<file path="config.mk">
export PLATFORM = sky130hd
export DESIGN_NAME = draw_cat_sprite
export DESIGN_NICKNAME = d
export VERILOG_FILES = /design/src/rtl/draw_cat_sprite.sv
export SDC_FILE = /design/constraint.sdc
export NUM_CORES = 1
export LEC_CHECK = 0
export CORE_UTILIZATION = 45
export CTS_CLUSTER_SIZE = 40
export DETAILED_ROUTE_END_ITERATION = 16
export GPL_TIMING_DRIVEN = 0
export PLACE_DENSITY_LB_ADDON = 0.15
export SLEW_MARGIN = 20
export SYNTH_ARGS = -nofsm -noshare
export SYNTH_HDL_FRONTEND = slang
export SYNTH_SLANG_ARGS = --single-unit
</file>
<file path="constraint.sdc">
create_clock -name clk -period 4.2 [get_ports clk]
set_input_delay 0.63 -clock clk [delete_from_list [all_inputs] [get_ports clk]]
set_output_delay 0.63 -clock clk [all_outputs]
set_load 0.02 [all_outputs]
</file>
<file path="src/rtl/draw_cat_sprite.sv">
// rtl/draw_cat_sprite.sv - cat sprite overlay stage: ROM addressing, colour-key merge, IDLE/THROW/HIT animation FSM
// Optional horizontal flip with `define CAT_MIRROR_EN (adds input port mirror).
module draw_cat_sprite #(
   parameter int          SPRITE_W     = 99,
   parameter int          SPRITE_H     = 157,
   parameter logic [11:0] KEY_RGB      = 12'hF0F,
   parameter int          THROW_FRAMES = 30,
   parameter int          HIT_FRAMES   = 45
) (
   input  logic        clk,
   input  logic        rst_n,
   input  logic [10:0] hcount_in,
   input  logic [10:0] vcount_in,
   input  logic        hsync_in,
   input  logic        vsync_in,
   input  logic        hblnk_in,
   input  logic        vblnk_in,
   input  logic [11:0] rgb_in,
   input  logic [10:0] xpos,
   input  logic [10:0] ypos,
   input  logic        throw_req,
   input  logic        hit_req,
`ifdef CAT_MIRROR_EN
   input  logic        mirror,
`endif
   output logic [13:0] rom_address,
   output logic [1:0]  rom_state,
   input  logic [11:0] rom_rgb,
   output logic [10:0] hcount_out,
   output logic [10:0] vcount_out,
   output logic        hsync_out,
   output logic        vsync_out,
   output logic        hblnk_out,
   output logic        vblnk_out,
   output logic [11:0] rgb_out,
   output logic        anim_busy
);

   typedef enum logic [1:0] {ST_IDLE = 2'd0, ST_THROW = 2'd1, ST_HIT = 2'd2} state_t;

   localparam logic [5:0] THROW_LOAD = 6'(THROW_FRAMES - 1);
   localparam logic [5:0] HIT_LOAD   = 6'(HIT_FRAMES - 1);

   logic        frame_start;
   logic [11:0] hc_ext, vc_ext, x_ext, y_ext;
   logic        in_box;
   logic [10:0] rel_x, rel_y, rel_x_eff;
   logic [13:0] rom_address_d;

   logic        in_box_q;
   logic [13:0] rom_address_q;
   logic [10:0] hcount_s1_q, vcount_s1_q;
   logic        hsync_s1_q, vsync_s1_q, hblnk_s1_q, vblnk_s1_q;
   logic [11:0] rgb_s1_q;

   logic [10:0] hcount_q, vcount_q;
   logic        hsync_q, vsync_q, hblnk_q, vblnk_q;
   logic [11:0] rgb_d, rgb_q;

   state_t      state_q, state_d;
   logic [5:0]  cnt_q, cnt_d;
   logic        pend_throw_q, pend_throw_d;
   logic        pend_hit_q, pend_hit_d;

   assign frame_start = (hcount_in == 11'd0) && (vcount_in == 11'd0);

   // Box test widened to 12 bits so a sprite near 2047 does not wrap to the left edge.
   assign hc_ext = {1'b0, hcount_in};
   assign vc_ext = {1'b0, vcount_in};
   assign x_ext  = {1'b0, xpos};
   assign y_ext  = {1'b0, ypos};
   assign in_box = (hc_ext >= x_ext) && (hc_ext < x_ext + 12'(SPRITE_W)) &&
                   (vc_ext >= y_ext) && (vc_ext < y_ext + 12'(SPRITE_H));

   assign rel_x = hcount_in - xpos;
   assign rel_y = vcount_in - ypos;

`ifdef CAT_MIRROR_EN
   logic mirror_q;

   always_ff @(posedge clk or negedge rst_n) begin
      if (!rst_n)           mirror_q <= 1'b0;
      else if (frame_start) mirror_q <= mirror;
   end

   assign rel_x_eff = mirror_q ? (11'(SPRITE_W - 1) - rel_x) : rel_x;
`else
   assign rel_x_eff = rel_x;
`endif

   assign rom_address_d = in_box ? (14'(rel_y) * 14'(SPRITE_W) + 14'(rel_x_eff)) : 14'd0;

   always_ff @(posedge clk or negedge rst_n) begin
      if (!rst_n) begin
         in_box_q      <= 1'b0;
         rom_address_q <= '0;
         hcount_s1_q   <= '0;
         vcount_s1_q   <= '0;
         hsync_s1_q    <= 1'b0;
         vsync_s1_q    <= 1'b0;
         hblnk_s1_q    <= 1'b0;
         vblnk_s1_q    <= 1'b0;
         rgb_s1_q      <= '0;
      end else begin
         in_box_q      <= in_box;
         rom_address_q <= rom_address_d;
         hcount_s1_q   <= hcount_in;
         vcount_s1_q   <= vcount_in;
         hsync_s1_q    <= hsync_in;
         vsync_s1_q    <= vsync_in;
         hblnk_s1_q    <= hblnk_in;
         vblnk_s1_q    <= vblnk_in;
         rgb_s1_q      <= rgb_in;
      end
   end

   always_comb begin
      rgb_d = rgb_s1_q;
      if (hblnk_s1_q || vblnk_s1_q)              rgb_d = 12'h000;
      else if (in_box_q && (rom_rgb != KEY_RGB)) rgb_d = rom_rgb;
   end

   always_ff @(posedge clk or negedge rst_n) begin
      if (!rst_n) begin
         hcount_q <= '0;
         vcount_q <= '0;
         hsync_q  <= 1'b0;
         vsync_q  <= 1'b0;
         hblnk_q  <= 1'b0;
         vblnk_q  <= 1'b0;
         rgb_q    <= '0;
      end else begin
         hcount_q <= hcount_s1_q;
         vcount_q <= vcount_s1_q;
         hsync_q  <= hsync_s1_q;
         vsync_q  <= vsync_s1_q;
         hblnk_q  <= hblnk_s1_q;
         vblnk_q  <= vblnk_s1_q;
         rgb_q    <= rgb_d;
      end
   end

   always_ff @(posedge clk or negedge rst_n) begin
      if (!rst_n) begin
         state_q      <= ST_IDLE;
         cnt_q        <= '0;
         pend_throw_q <= 1'b0;
         pend_hit_q   <= 1'b0;
      end else begin
         state_q      <= state_d;
         cnt_q        <= cnt_d;
         pend_throw_q <= pend_throw_d;
         pend_hit_q   <= pend_hit_d;
      end
   end

   // Pendings are consumed at every frame start; a request arriving on that very cycle waits a frame.
   always_comb begin
      state_d      = state_q;
      cnt_d        = cnt_q;
      pend_hit_d   = pend_hit_q | hit_req;
      pend_throw_d = pend_throw_q | (throw_req & ~hit_req);
      if (frame_start) begin
         pend_hit_d   = hit_req;
         pend_throw_d = throw_req & ~hit_req;
         case (state_q)
            ST_IDLE: begin
               if (pend_hit_q) begin
                  state_d = ST_HIT;
                  cnt_d   = HIT_LOAD;
               end else if (pend_throw_q) begin
                  state_d = ST_THROW;
                  cnt_d   = THROW_LOAD;
               end
            end
            ST_THROW, ST_HIT: begin
               if (pend_hit_q) begin
                  state_d = ST_HIT;
                  cnt_d   = HIT_LOAD;
               end else if (cnt_q == 6'd0) begin
                  state_d = ST_IDLE;
               end else begin
                  cnt_d = cnt_q - 6'd1;
               end
            end
            default: begin
               state_d = ST_IDLE;
               cnt_d   = '0;
            end
         endcase
      end
   end

   always_comb begin
      rom_state = state_q;
      anim_busy = (state_q != ST_IDLE);
   end

   assign rom_address = rom_address_q;
   assign hcount_out  = hcount_q;
   assign vcount_out  = vcount_q;
   assign hsync_out   = hsync_q;
   assign vsync_out   = vsync_q;
   assign hblnk_out   = hblnk_q;
   assign vblnk_out   = vblnk_q;
   assign rgb_out     = rgb_q;

endmodule

</file>
==> flow_summary.ini, run 1 <==
[worst_setup_path]
cpPeakStageDelay_ns = 0.54
path_max_fanout = 3
ff2ff_setup_slack_ns = 2.12
reg2reg_depth = 7
critPathLaunchType = input pin
path_buf_inv = 7
cp-end-kind = register
slowest_stage = fa_1
path_cells = buf_8 -> inv_4 -> ha_4 -> inv_2 -> fa_2 -> a21o_1 -> a21oi_2 -> buf_4 -> buf_6 -> o21bai_4 -> a21oi_2 -> xnor2_2 -> ha_4 -> inv_2 -> fa_1 -> fa_1 -> inv_2 -> ha_4 -> o21a_1 -> o21ai_2 -> a211oi_4 -> o221ai_2 -> xnor3_1 -> nor2_1
crit_arrival_ns = 4.84
timing.rr.start = rom_state[0]
r2r-end = cnt_q[4]
critical-path-top-delay-family = adder cells
path_class = input pin to register
required_ns = 4.48

[cts]
clock-sinks = 101
clockRootBuffer = clkbuf_16
cts_buffers = 9
clockBufferDepth = 2
cts.clk_slew.worst_paths_ns = 0.07
cts_tree = yes
clock_latency_ns = 0.35
hold_buffers = 0
htreeDepth = 3

[yosys]
syn_inst = 630
synth_nets = 818
synthMuxAreaShare_pct = 1.38
synthXorXnorAreaFrac_pct = 7.67
synth_warnings = 0
avgSynthCellArea_um2 = 10.4
synth-seq-cells = 101
synth_edf_count = 0
syn-cell-area_um2 = 6540
synth_top_family_by_area = adder cells
synth_compound_area_share_pct = 11.1
ys_types = 61
synth-adder-area-share_pct = 23.9
yosysSeqAreaShare_pct = 38.6
synthSimpleGateAreaFrac_pct = 10.7
ys.flop_type = dfrtp_1
async_flop_share_pct = 100

[route]
dr.first_iter.drc_count = 259
wl_per_cell_um = 16.0
ant_nets = 0
drt-total-wl_um = 15900
via_per_inst = 5.17
vias = 5142
drc_errors = 0
drt_first_pass_iters = 4

[sta]
max_freq_mhz = 219
min_period_ns = 4.56
worstMarginPinSlew_ns = 0.516
hold_violations = 0
setup_tns_ns = -1.57
slew_viol_final = 0
slew-limit-headroom_pct = 65.3
finClkSkew_ns = 0.00914
setup_slack_ns = -0.360
finalSetupViolCount = 7
min_period_over_period_pct = 109
rsz0062_at_grt = true

[die]
start_util_pct = 46.6
rows = 43
die_w_um = 123
die_h_um = 123
die_area_um2 = 15000
io_pins = 131
coreArea_um2 = 14000

[placement]
routabilityCongestion = 0.879
dp.cells = 941
dp_hpwl_um = 11600
io_buffers = 130

[global_routing]
track_usage_pct = 21.6
grt-ovfl-total = 0
grt_start_max_net_pins = 64
grt_pass1_vias = 5306
antenna_found_initial = 0
grt_pass1_wl_um = 25100

[layout]
final_cell_mix = 101 x dfrtp_1, 98 x clkdlybuf4s50_1, 76 x inv_1
fill_cells = 1025
drive_gt1_share_pct = 24.4
final_util_pct = 67.2
areaGrowthSynthToFinish_pct = 44.3
layout.nets = 999
finalNonFillerCells = 995
final_common_cell = dfrtp_1
num_antenna_cells = 0

[power]
p_per_area_nw_per_um2 = 701
total_power_mw = 6.62
irDropWorstVdd_uv = 1530
p_leak_nw = 4.40

[status]
status = finished, violations left
violations = negative setup slack

[hold_path]
hp-class = input pin to async pin

[job]
cap_violations = 0
==> power by group <==
group / internal (mW) / total (mW) / switching, mW / leakage, nW
clock network: 0.471 / 0.859 / 0.387 / 0.146
registers: 1.04 / 1.06 / 0.0200 / 1.22
logic: 2.39 / 4.70 / 2.30 / 3.03
total: 3.91 / 6.62 / 2.71 / 4.40
==> synthesized netlist by cell type, types with 3 or more instances <==
cell type | n | share of area (%)
o2111ai_1 | 5 | 0.67
nand2b_1 | 3 | 0.29
nor4_1 | 7 | 0.67
fa_1 | 22 | 6.7
nor2b_1 | 7 | 0.67
clkbuf_1 | 3 | 0.17
nand4_1 | 6 | 0.57
xnor2_1 | 34 | 4.6
or3_1 | 3 | 0.29
xor2_1 | 17 | 2.3
o211ai_1 | 4 | 0.46
inv_1 | 102 | 5.9
dfrtp_1 | 101 | 39
a211oi_1 | 5 | 0.57
ha_1 | 90 | 17
nor2_1 | 49 | 2.8
o21ai_0 | 14 | 1.1
nor3_1 | 9 | 0.69
nand2_1 | 32 | 1.8
a21oi_1 | 26 | 2.0
o21a_1 | 6 | 0.69
nand4b_1 | 3 | 0.40
o21ai_1 | 3 | 0.23
mux2i_1 | 9 | 1.4
nand3_1 | 9 | 0.69
a21o_1 | 14 | 1.6
==> metal layers <==
layer,part of all wire (%),vias to the layer above,track usage (%),wire [um]
li1,-,2470,-,-
met1,44,2509,28.8,7040
met2,49,135,35.4,7810
met3,4.2,28,3.35,660
met4,2.5,0,8.08,391
met5,0,-,0,0
==> worst register-to-register path: cells and delay by family (launching register included) <==
kind	cells	cell delay, ns
buffers and inverters	2	0.27
flip-flops	1	0.38
AND/OR/NAND/NOR	2	0.64
AO/OA/AOI/OAI	2	0.53
adder cells (fa/ha/maj)	1	0.19
==> state kept, by name, summed over array words and instances, names as in the netlist <==
name and cells:
cnt_q 6, hblnk_out 1, hblnk_s1_q 1, hcount_out 11, hcount_s1_q 11, hsync_out 1, hsync_s1_q 1, in_box_q 1
pend_hit_q 1, pend_throw_q 1, rgb_out 12, rgb_s1_q 12, rom_address 14, rom_state 2, vblnk_out 1, vblnk_s1_q 1
vcount_out 11, vcount_s1_q 11, vsync_out 1, vsync_s1_q 1
==> cell families after synthesis <==
family,after synthesis
compound gates,105
xor+xnor,54
fa+ha+maj,112
buf+inv,110
flops,101
mux,9
simple gates,139
==> worst max path at each step <==
stage,from,end,depth (start not counted)
after floorplan,ypos[1],rom_address[12],21
after global placement,ypos[1],rom_address[13],22
after detailed placement,ypos[1],rom_address[13],22
after CTS,ypos[1],rom_address[13],19
after global routing,hcount_in[0],rom_address[13],24
final,hcount_in[0],rom_address[13],24
==> area by class of cell <==
cell class	instances	area (um^2)	area share, %
multi-input cells	419	4320	45.8
flip-flops and latches	101	2530	26.8
repair buffers	170	1610	17.0
inverters	103	409	4.33
clock buffers	9	225	2.39
well taps	180	225	2.39
clock inverters	6	77.6	0.822
plain buffers	7	46.3	0.490
==> stage by stage <==
stage | setup slack [ns] | area, um^2 | hold WS, ns
after floorplan | -0.406 | 6790 | 0.331
after global placement | -1.56 | 8320 | 0.333
after detailed placement | -1.55 | 8350 | 0.335
after CTS | -0.393 | 9130 | 0.180
after global routing | -0.543 | 9440 | 0.197
final | -0.360 | 9440 | 0.174
==> timing repair <==
action / in CTS / in global routing
pin swaps: 59 / 55
cloned: 0 / 0
resized for setup: 149 / 60
setup buffers: 27 / 13
setup endpoints to repair: 9 / 7
Power figures use the tool's default switching activity.
==> inputs of run 2 (changes only) <==
SLEW_MARGIN = 30   (was 20)
clock period = 5.6 ns   (was 4.2 ns; I/O delays follow)
==> flow_summary.ini, run 2 (synthesis results as in run 1) <==
[worst_setup_path]
cp-end-kind = register
reg2reg_depth = 7
path_common_cell = inv_1
critPathLaunchType = input pin
ff2ff_setup_slack_ns = 3.47
path_cells = clkdlybuf4s50_1 -> ha_4 -> o2111a_1 -> nor2_1 -> a211o_1 -> xnor2_2 -> inv_1 -> fa_1 -> inv_1 -> fa_1 -> inv_1 -> fa_1 -> inv_1 -> ha_1 -> a21o_1 -> buf_4 -> a21oi_2 -> nand2_1 -> o221ai_2 -> xnor3_1 -> nor2_1
required_ns = 5.87
path_max_fanout = 6
path_buf_inv = 6
path_class = input pin to register
r2r-end = cnt_q[0]
slowest_stage = fa_1
timing.rr.start = rom_state[0]
cpPeakStageDelay_ns = 0.55
crit_arrival_ns = 5.69
critical-path-top-delay-family = adder cells

[global_routing]
grt_pass1_wl_um = 23400
track_usage_pct = 20.0
grt_start_max_net_pins = 68
antenna_found_initial = 0
grt_pass1_vias = 4955
grt-ovfl-total = 0

[sta]
hold_violations = 0
min_period_over_period_pct = 96.8
hold-worst-slack_ns = 0.346
worstMarginPinSlew_ns = 0.473
finClkSkew_ns = 0.00693
setup_tns_ns = 0
finalSetupViolCount = 0
slew_viol_final = 0
slew-limit-headroom_pct = 67.7
min_period_ns = 5.42
max_freq_mhz = 184

[die]
die_w_um = 123
io_pins = 131
coreArea_um2 = 14000
die_area_um2 = 15000
start_util_pct = 46.6
die_h_um = 123
rows = 43

[route]
vias = 4919
drc_errors = 0
drt_first_pass_iters = 4
via_per_inst = 5.11
ant_nets = 0
drt-total-wl_um = 14600
wl_per_cell_um = 15.1
dr.first_iter.drc_count = 217

[cts]
cts_buffers = 9
clockBufferDepth = 2
clock_latency_ns = 0.34
clock-sinks = 101
htreeDepth = 3
cts_tree = yes
cts.clk_slew.worst_paths_ns = 0.06
hold_buffers = 0
clockRootBuffer = clkbuf_16

[power]
irDropWorstVdd_uv = 521
p_leak_nw = 4.17
total_power_mw = 4.00
p_per_area_nw_per_um2 = 466

[layout]
largest_register_ffs = 14
drive_gt1_share_pct = 8.57
areaGrowthSynthToFinish_pct = 31.2
layout.nets = 967
num_antenna_cells = 0
final_cell_mix = 117 x clkdlybuf4s50_1, 102 x inv_1, 101 x dfrtp_1
fill_cells = 1155
final_common_cell = clkdlybuf4s50_1

[placement]
io_buffers = 130
routabilityCongestion = 0.892
dp_hpwl_um = 11600

[status]
status = completed

[job]
cap_violations = 0

[hold_path]
hold-path-endpoint = vcount_out[1]
hp-class = register to register
holdPathStages = 0
worstHoldStart = vcount_s1_q[1]
run 2: worst max-delay path by stage:
stage / start / to / slack [ns] / depth (start not counted)
after floorplan: vcount_in[0] / rom_address[12] / 0.30 / 21
after CTS: ypos[4] / rom_address[12] / 0.03 / 21
final: vcount_in[4] / rom_address[13] / 0.18 / 21
after detailed placement: ypos[1] / rom_address[12] / -0.69 / 22
after global placement: vcount_in[0] / rom_address[12] / -0.68 / 22
after global routing: xpos[1] / rom_address[13] / -0.02 / 22
run 2: worst reg2reg max path: cells and delay by family, from the launching register on:
| kind | cells | cell delay (ns) |
|---|---|---|
| flip-flops | 1 | 0.39 |
| adder cells (fa/ha/maj) | 1 | 0.19 |
| AO/OA/AOI/OAI | 2 | 0.56 |
| AND/OR/NAND/NOR | 2 | 0.65 |
| buffers and inverters | 2 | 0.26 |
run 2: layer usage:
layer / up-vias / global-route usage (%) / routed length, um
met2: 110 / 33.8 / 7310
li1: 2410 / - / -
met4: 0 / 5.95 / 141
met3: 12 / 4.04 / 568
met1: 2387 / 25.7 / 6540
met5: - / 0 / 0
run 2: area by class of cell:
class | count | area, um^2 | share of cell area (%)
plain buffers | 7 | 46.3 | 0.539
clock buffers | 9 | 225 | 2.62
clock inverters | 5 | 30.0 | 0.350
inverters | 103 | 387 | 4.51
multi-input cells | 419 | 3750 | 43.7
flip-flops and latches | 101 | 2530 | 29.5
well taps | 180 | 225 | 2.62
repair buffers | 138 | 1390 | 16.2
run 2: report_power, final:
| group | internal, mW | total (mW) | switching (mW) |
|---|---|---|---|
| Sequential | 0.783 | 0.797 | 0.0146 |
| Combinational | 1.28 | 2.66 | 1.38 |
| Clock | 0.293 | 0.539 | 0.246 |
| Total | 2.36 | 4.00 | 1.64 |
run 2: what timing repair did:
action,in CTS,in global routing
gates resized for setup,16,25
endpoints found under the setup margin,4,4
buffers inserted,2,5
pin swaps,4,7
run 2: per-stage QoR:
step | setup WS [ns] | instance area [um^2] | utilization, % | cells
floorplan | 0.304 | 6540 | - | 630
detailed placement | -0.686 | 8100 | 57.7 | 941
global placement | -0.677 | 8070 | 57.5 | 940
CTS | 0.0305 | 8410 | 59.9 | 957
finish | 0.177 | 8580 | 61.1 | 962
global route | -0.0225 | 8580 | 61.1 | 962
==> inputs of run 3 (changes only) <==
clock period = 6.3 ns   (was 5.6 ns; I/O delays follow)
==> flow_summary.ini, run 3 (synthesis results as in run 1) <==
[die]
die_w_um = 123
die_h_um = 123
rows = 43
die_area_um2 = 15000
coreArea_um2 = 14000
start_util_pct = 46.6
io_pins = 131

[sta]
setup_tns_ns = 0
worstMarginPinSlew_ns = 0.483
finClkSkew_ns = 0.00593
hold_violations = 0
max_freq_mhz = 167
rsz0062_at_grt = false
hold-worst-slack_ns = 0.347
min_period_ns = 5.97
slew_viol_final = 0
min_period_over_period_pct = 94.8
finalSetupViolCount = 0
setup_slack_ns = 0.330
slew-limit-headroom_pct = 67.0

[cts]
htreeDepth = 3
clock-sinks = 101
clockRootBuffer = clkbuf_16
cts_buffers = 9
hold_buffers = 0
clockBufferDepth = 2
cts.clk_slew.worst_paths_ns = 0.06
cts_tree = yes
clock_latency_ns = 0.34

[power]
irDropWorstVdd_uv = 400
p_per_area_nw_per_um2 = 378
p_leak_nw = 4.05
total_power_mw = 3.16

[global_routing]
track_usage_pct = 19.8
grt_pass1_wl_um = 23200
grt-ovfl-total = 0
antenna_found_initial = 0
grt_start_max_net_pins = 68
grt_pass1_vias = 4916

[route]
drt_first_pass_iters = 7
ant_nets = 0
drc_errors = 0
drt-total-wl_um = 14200
dr.first_iter.drc_count = 251
vias = 4898
via_per_inst = 5.13
wl_per_cell_um = 14.8

[layout]
layout.nets = 960
fill_cells = 1176
num_antenna_cells = 0
final_common_cell = clkdlybuf4s50_1
register_area_um2 = 2530
final_cell_mix = 129 x clkdlybuf4s50_1, 102 x inv_1, 101 x dfrtp_1
drive_gt1_share_pct = 4.90
areaGrowthSynthToFinish_pct = 27.9
finalNonFillerCells = 955
multi_input_area_um2 = 3600
largest_register_ffs = 14

[worst_setup_path]
critPathLaunchType = input pin
required_ns = 6.53
path_class = input pin to register
crit_arrival_ns = 6.20
path_max_fanout = 4
cp-end-kind = register

[job]
cap_violations = 0

[hold_path]
hp-class = register to register

[placement]
dp_hpwl_um = 11600
dp.cells = 941
place_ws_ns = -0.0911
routabilityCongestion = 0.892
io_buffers = 130

[status]
status = completed
==> run 3: changes by cell type in the layout (fill, tap and decap cells not counted), sizes merged <==
cell / previous run / this run
buf: 13 / 6
dlymetal6s2s: 7 / 0
clkdlybuf4s50: 117 / 129
dlygate4sd2: 5 / 0
==> run 3: final cells by class <==
type | instances | share of cell area (%)
Tap cell | 180 | 2.69
Sequential cell | 101 | 30.2
Timing Repair Buffer | 131 | 15.9
Multi-Input combinational cell | 419 | 43.0
Inverter | 103 | 4.62
Clock buffer | 9 | 2.69
Clock inverter | 5 | 0.359
Buffer | 7 | 0.553
==> run 3: power by group <==
group / switching, mW / leakage, nW / internal (mW)
Clock: 0.219 / 0.123 / 0.261
Combinational: 1.06 / 2.70 / 0.915
Sequential: 0.0130 / 1.22 / 0.696
==> run 3: per-layer routing <==
layer | GRT usage (%) | part of all wire [%] | vias to the layer above | wire length [um]
li1 | - | - | 2395 | -
met1 | 25.8 | 45 | 2369 | 6390
met2 | 33.4 | 50 | 124 | 7050
met3 | 3.90 | 4.1 | 10 | 577
met4 | 5.79 | 0.99 | 0 | 140
met5 | 0 | 0 | - | 0
==> run 3: final timing paths <==
path | depth (start not counted) | start | slack [ns] | end
worst min register to register | 0 | vcount_s1_q[1] | 0.35 | vcount_out[1]
min in group asynchronous | 1 | rst_n | 0.49 | rgb_out[3]
worst max register to register | 7 | rom_state[0] | 4.17 | cnt_q[0]
worst min-delay path | 0 | vcount_s1_q[1] | 0.35 | vcount_out[1]
worst max-delay path | 22 | vcount_in[0] | 0.33 | rom_address[12]
max in group asynchronous | 2 | rst_n | 5.19 | vcount_s1_q[6]
==> run 3: stage by stage <==
step / cell area, um^2 / utilization [%]
3_5_place_dp: 8100 / 57.7
2_1_floorplan: 6540 / -
4_1_cts: 8350 / 59.5
5_1_grt: 8370 / 59.6
6_report: 8370 / 59.6
3_3_place_gp: 8070 / 57.5
==> run 3: what timing repair did <==
action	in CTS	in global routing
endpoints found under the hold margin	0	0
gates resized for setup	0	3
setup endpoints to repair	0	1
buffers inserted	0	0
==> run 3: critical path, stage by stage <==
cell             delay (ns)
clkdlybuf4s50_1        0.51
inv_1                  0.13
ha_1                   0.19
inv_1                  0.06
fa_1                   0.40
nand3_1                0.13
nand2_1                0.14
xor2_2                 0.19
ha_1                   0.32
ha_1                   0.32
xor2_1                 0.19
fa_1                   0.56
inv_1                  0.06
fa_1                   0.53
inv_1                  0.04
ha_1                   0.34
a21o_1                 0.23
a2111oi_1              0.38
o21bai_1               0.13
a21oi_1                0.18
xor2_1                 0.17
nor2_1                 0.06
